$ cat src/rtl/stopwatch_pkg.sv
// stopwatch_pkg: shared FSM state type and BCD digit widths for the stopwatch
package stopwatch_pkg;
    typedef enum logic [1:0] {IDLE, RUNNING, PAUSED} stopwatch_state_t;
    localparam int SEC_ONES_W = 4;
    localparam int SEC_TENS_W = 3;
    localparam int MIN_ONES_W = 4;
    localparam int MIN_TENS_W = 4;
endpackage

$ cat src/rtl/bcd_digit_counter.sv
// bcd_digit_counter: one BCD digit counting 0..MODULUS-1, carry on wrap
module bcd_digit_counter #(
    parameter int MODULUS = 10,
    parameter int W = 4
) (
    input  logic         clk,
    input  logic         rst,
    input  logic         inc,
    input  logic         clr,
    output logic [W-1:0] digit,
    output logic         carry
);
    logic [W-1:0] digit_q, digit_d;
    assign carry = inc && digit_q == W'(MODULUS - 1);
    assign digit_d = (clr || carry) ? '0 : inc ? digit_q + 1'b1 : digit_q;
    assign digit = digit_q;
    always_ff @(posedge clk or posedge rst)
        if (rst) digit_q <= '0;
        else digit_q <= digit_d;
endmodule

$ cat src/rtl/stopwatch_ctrl.sv
// stopwatch_ctrl: start/stop/clear FSM driving a BCD mm:ss counter with wrap
module stopwatch_ctrl
    import stopwatch_pkg::*;
#(
    parameter int WRAP_MINUTES = 60
) (
    input  logic                  clk,
    input  logic                  rst,
    input  logic                  second_tick,
    input  logic                  start_stop,
    input  logic                  clear,
    output logic                  timer_enable,
    output logic                  timer_clear,
    output logic [SEC_ONES_W-1:0] sec_ones,
    output logic [SEC_TENS_W-1:0] sec_tens,
    output logic [MIN_ONES_W-1:0] min_ones,
    output logic [MIN_TENS_W-1:0] min_tens,
    output logic                  running,
    output logic                  rollover
);
    localparam logic [MIN_TENS_W-1:0] MAX_T = MIN_TENS_W'((WRAP_MINUTES - 1) / 10);
    localparam logic [MIN_ONES_W-1:0] MAX_O = MIN_ONES_W'((WRAP_MINUTES - 1) % 10);
    stopwatch_state_t state_q, state_d;
    logic ss_q, armed_q, timer_clear_q, rollover_q;
    logic press, tick_en, carry_so, carry_st, carry_mo, carry_mt, wrap, min_clr;
    // armed_q blocks a press from a button already held when reset was released
    assign press = start_stop & ~ss_q & armed_q;
    assign tick_en = second_tick & (state_q == RUNNING) & ~clear;
    assign wrap = (carry_st & min_tens == MAX_T & min_ones == MAX_O) | carry_mt;
    assign min_clr = clear | wrap;
    always_comb begin
        state_d = state_q;
        state_d = clear ? IDLE : !press ? state_q : state_q == RUNNING ? PAUSED : RUNNING;
    end
    always_ff @(posedge clk or posedge rst)
        if (rst) begin
            state_q       <= IDLE;
            ss_q          <= 1'b0;
            armed_q       <= 1'b0;
            timer_clear_q <= 1'b0;
            rollover_q    <= 1'b0;
        end else begin
            state_q       <= state_d;
            ss_q          <= start_stop;
            armed_q       <= armed_q | ~start_stop;
            timer_clear_q <= clear;
            rollover_q    <= wrap;
        end
    assign running = state_q == RUNNING;
    assign timer_enable = state_q == RUNNING;
    assign timer_clear = timer_clear_q;
    assign rollover = rollover_q;
    bcd_digit_counter #(.MODULUS(10), .W(SEC_ONES_W)) u_so (
        .clk(clk), .rst(rst), .inc(tick_en), .clr(clear), .digit(sec_ones), .carry(carry_so));
    bcd_digit_counter #(.MODULUS(6), .W(SEC_TENS_W)) u_st (
        .clk(clk), .rst(rst), .inc(carry_so), .clr(clear), .digit(sec_tens), .carry(carry_st));
    bcd_digit_counter #(.MODULUS(10), .W(MIN_ONES_W)) u_mo (
        .clk(clk), .rst(rst), .inc(carry_st), .clr(min_clr), .digit(min_ones), .carry(carry_mo));
    bcd_digit_counter #(.MODULUS(10), .W(MIN_TENS_W)) u_mt (
        .clk(clk), .rst(rst), .inc(carry_mo), .clr(min_clr), .digit(min_tens), .carry(carry_mt));
endmodule

$ cat config.mk
export PLATFORM = sky130hd
export DESIGN_NAME = stopwatch_ctrl
export DESIGN_NICKNAME = d
export VERILOG_FILES = /design/src/rtl/stopwatch_pkg.sv /design/src/rtl/bcd_digit_counter.sv /design/src/rtl/stopwatch_ctrl.sv
export SDC_FILE = /design/constraint.sdc
export NUM_CORES = 1
export LEC_CHECK = 0
export ABC_AREA = 1
export BUFFER_PORTS_ARGS = -buffer_cell sky130_fd_sc_hd__buf_2
export CORE_AREA = 2 2 51 53
export DETAILED_ROUTE_END_ITERATION = 16
export DIE_AREA = 0 0 53 55
export GPL_TIMING_DRIVEN = 0
export PLACE_DENSITY = 0.74
export REMOVE_ABC_BUFFERS = 1
export SLEW_MARGIN = 20
export SYNTH_ARGS = -nofsm -noshare
export SYNTH_HDL_FRONTEND = slang
export SYNTH_HIERARCHICAL = 1
export SYNTH_SLANG_ARGS = --single-unit
$ cat constraint.sdc
create_clock -name clk -period 2.6 [get_ports clk]
set_input_delay 0.13 -clock clk [delete_from_list [all_inputs] [get_ports clk]]
set_output_delay 0.13 -clock clk [all_outputs]
set_load 0.1 [all_outputs]
==> flow_summary.json <==
{
  "status": "finished, final reports clean",
  "cp_slowest_cell": "dfrtp_1",
  "path_clk_slew_ns": 0.11,
  "antenna_cells": 0,
  "synth_area_um2": 1177,
  "holdWs_ns": 0.03624,
  "yosys.area.top_type": "dfrtp_1",
  "port_buffers": 23,
  "cts_root_buf": "clkbuf_4",
  "num_vias": 1004,
  "regToRegSetupSlack_ns": 0.27,
  "rr_endpoint": "u_mo/digit[3]",
  "insertion_delay_ns": 0.29,
  "crit_required_ns": 2.79,
  "max_stage_delay_ns": 0.39,
  "tritoncts": "done",
  "cts_buffers": 3,
  "wl_per_cell_um": 10.30,
  "grt_pass1_wl_mm": 3.629,
  "postCtsSetupBuffers": 0,
  "powerDensity_nw_per_um2": 394.4,
  "synth_cell_types": 13,
  "overflow": 0,
  "total_power_mw": 0.5448,
  "final_cells": 216,
  "netlist_instances": 157,
  "clock_path_buffers": 2,
  "start_kind": "register",
  "min_period_ns": 2.327,
  "relSlewSlack_pct": 67.61,
  "yosysWarnings": 6,
  "power.leakage_nw": 0.7741,
  "crit_path_frequent_cell": "inv_1",
  "die_y_um": 55,
  "syn_area_per_cell_um2": 7.499,
  "fp-row-count": 18,
  "cap_violations": 0,
  "min_path_cells": 2,
  "hold_viol": 0,
  "grt_pass1_vias": 920,
  "finalSetupViolCount": 0,
  "viasPerCell": 4.648,
  "antenna_left": 0,
  "peakVddDrop_mv": 0.2071,
  "drive_above_1_share_pct": 17.20,
  "core-area_um2": 2365,
  "antenna_found_initial": 0,
  "layout_commonest_cell": "nand2_1",
  "rr_worst_depth": 16,
  "hpwl_mm": 1.766,
  "tightest_slew_ns": 0.4892,
  "dpl.cell_count": 209,
  "yosysTopAreaCellShare_pct": 44.63,
  "rsz0062_at_grt": "false",
  "final_area_um2": 1381,
  "crit_arrival_ns": 2.52,
  "h-tree-depth": 1,
  "fin_crit_sh_pct": 89.52,
  "timing.fmax_ghz": 0.4297,
  "synth_seq_area_share_pct": 44.63,
  "hp-start": "clear",
  "io_pins": 24,
  "setup_tns_ns": 0,
  "clock_sinks": 21,
  "synthToLayoutAreaGrowth_pct": 17.32,
  "layout_common_cells": "nand2_1, inv_1, nor2_1",
  "hold_class": "in2reg",
  "finalClockSkew_ns": 0.005703,
  "placed_cell_area_um2": 1323,
  "die_w_um": 53,
  "synth.top_cells.by_area": "dfrtp_1, nand2_1, inv_1, nor2_1, ha_1",
  "worstPathCellList": "inv_1 -> nand2_2 -> nor2_2 -> nand3_1 -> inv_1 -> nand3_1 -> inv_1 -> nand3_1 -> inv_1 -> nand3_1 -> inv_1 -> inv_1 -> nand3_1 -> inv_1 -> nand2_1 -> nor2_1",
  "worst-path-buf-inv": 7,
  "crit-reg2reg-launch": "state_q[1]",
  "slew_violations": 0,
  "critPathKind": "reg2reg",
  "crit_path_max_fanout": 6,
  "critPathCaptureType": "register",
  "initial_core_util_pct": 49.79,
  "drtPass1Iterations": 4,
  "wirelength_mm": 2.224,
  "dieArea_um2": 2915,
  "initialDrtViolationCount": 14,
  "layout.nets": 200,
  "drc_errors": 0,
  "grt_use_total_pct": 17.22,
  "cpLargestDelayFamily": "simple AND/OR/NAND/NOR gates",
  "synth_seq_cells": 21,
  "place_congestion": 0.7668,
  "whs_endpoint": "state_q[0]",
  "grt_max_degree": 12
}
-- registers in the layout (all words and copies together) (netlist names), 2 cells and up --
register    count
state_q         2
u_mo/digit      4
u_mt/digit      4
u_so/digit      4
u_st/digit      3
-- synth_stat cells (all sizes together) --
library cell  count
xor2              3
nor2             28
a21oi             1
inv              37
nand2            41
nand3             7
dfrtp            21
ha                8
buf               1
o21ai             7
xnor2             3
-- worst reg2reg max path, delay by kind of cell (launching register included) --
kind	cells	cell delay, ns
simple gates	9	1.12
buf+inv	7	0.73
flops	1	0.39
-- metrics by stage --
step	utilization, %	setup slack, ns
6_report	58.41	0.2726
3_3_place_gp	55.93	0.2650
2_1_floorplan	-	0.03361
4_1_cts	57.88	0.1661
5_1_grt	58.41	0.03292
3_5_place_dp	55.93	0.1868
-- layer usage --
layer  global-route usage, %  vias to the layer above  wire length [um]
li1                        -                      513                 -
met1                   18.31                      460               925
met2                   34.17                       27              1176
met3                   3.226                        4                99
met4                   5.556                        0                23
met5                       0                        -                 0
-- kinds of logic after synthesis --
| kind of cell | Yosys count | synth area share, % |
|---|---|---|
| AND/OR/NAND/NOR | 76 | 26.25 |
| buffers and inverters | 38 | 12.43 |
| flip-flops | 21 | 44.63 |
| AO/OA/AOI/OAI | 8 | 3.719 |
| adder cells (fa/ha/maj) | 8 | 8.502 |
| XOR/XNOR | 6 | 4.464 |
-- how the worst max path moves through the flow --
stage,from,to,slack (ns),depth (start not counted)
2_1_floorplan,u_so/digit[0],u_mo/digit[3],0.03,14
5_1_grt,state_q[1],u_mt/digit[1],0.03,16
6_report,state_q[1],u_mo/digit[3],0.27,16
4_1_cts,state_q[1],u_mt/digit[3],0.17,16
3_3_place_gp,state_q[1],u_mo/digit[3],0.26,16
3_5_place_dp,state_q[1],u_mo/digit[3],0.19,16
-- power by group --
group	internal [mW]	total, mW	switching (mW)
Clock	0.0596	0.149	0.0895
Sequential	0.330	0.333	0.00288
Combinational	0.0144	0.0624	0.0481
Total	0.404	0.545	0.140
-- area by class of cell --
type                       count  area (um2)
fill                         235       983.4
timing repair buffer          26       145.1
tap                           30       37.54
sequential                    21       525.5
inverter                      37       138.9
multi-input combinational     98       508.0
clock buffer                   4       26.28
-- repair_timing --
action | 4_1_cts | 5_1_grt
hold buffers | 2 | 1
gates resized for setup | 0 | 1
endpoints found under the setup margin | 0 | 8
hold endpoints to repair | 22 | 1
No activity file was read; power rests on OpenSTA's default activity.
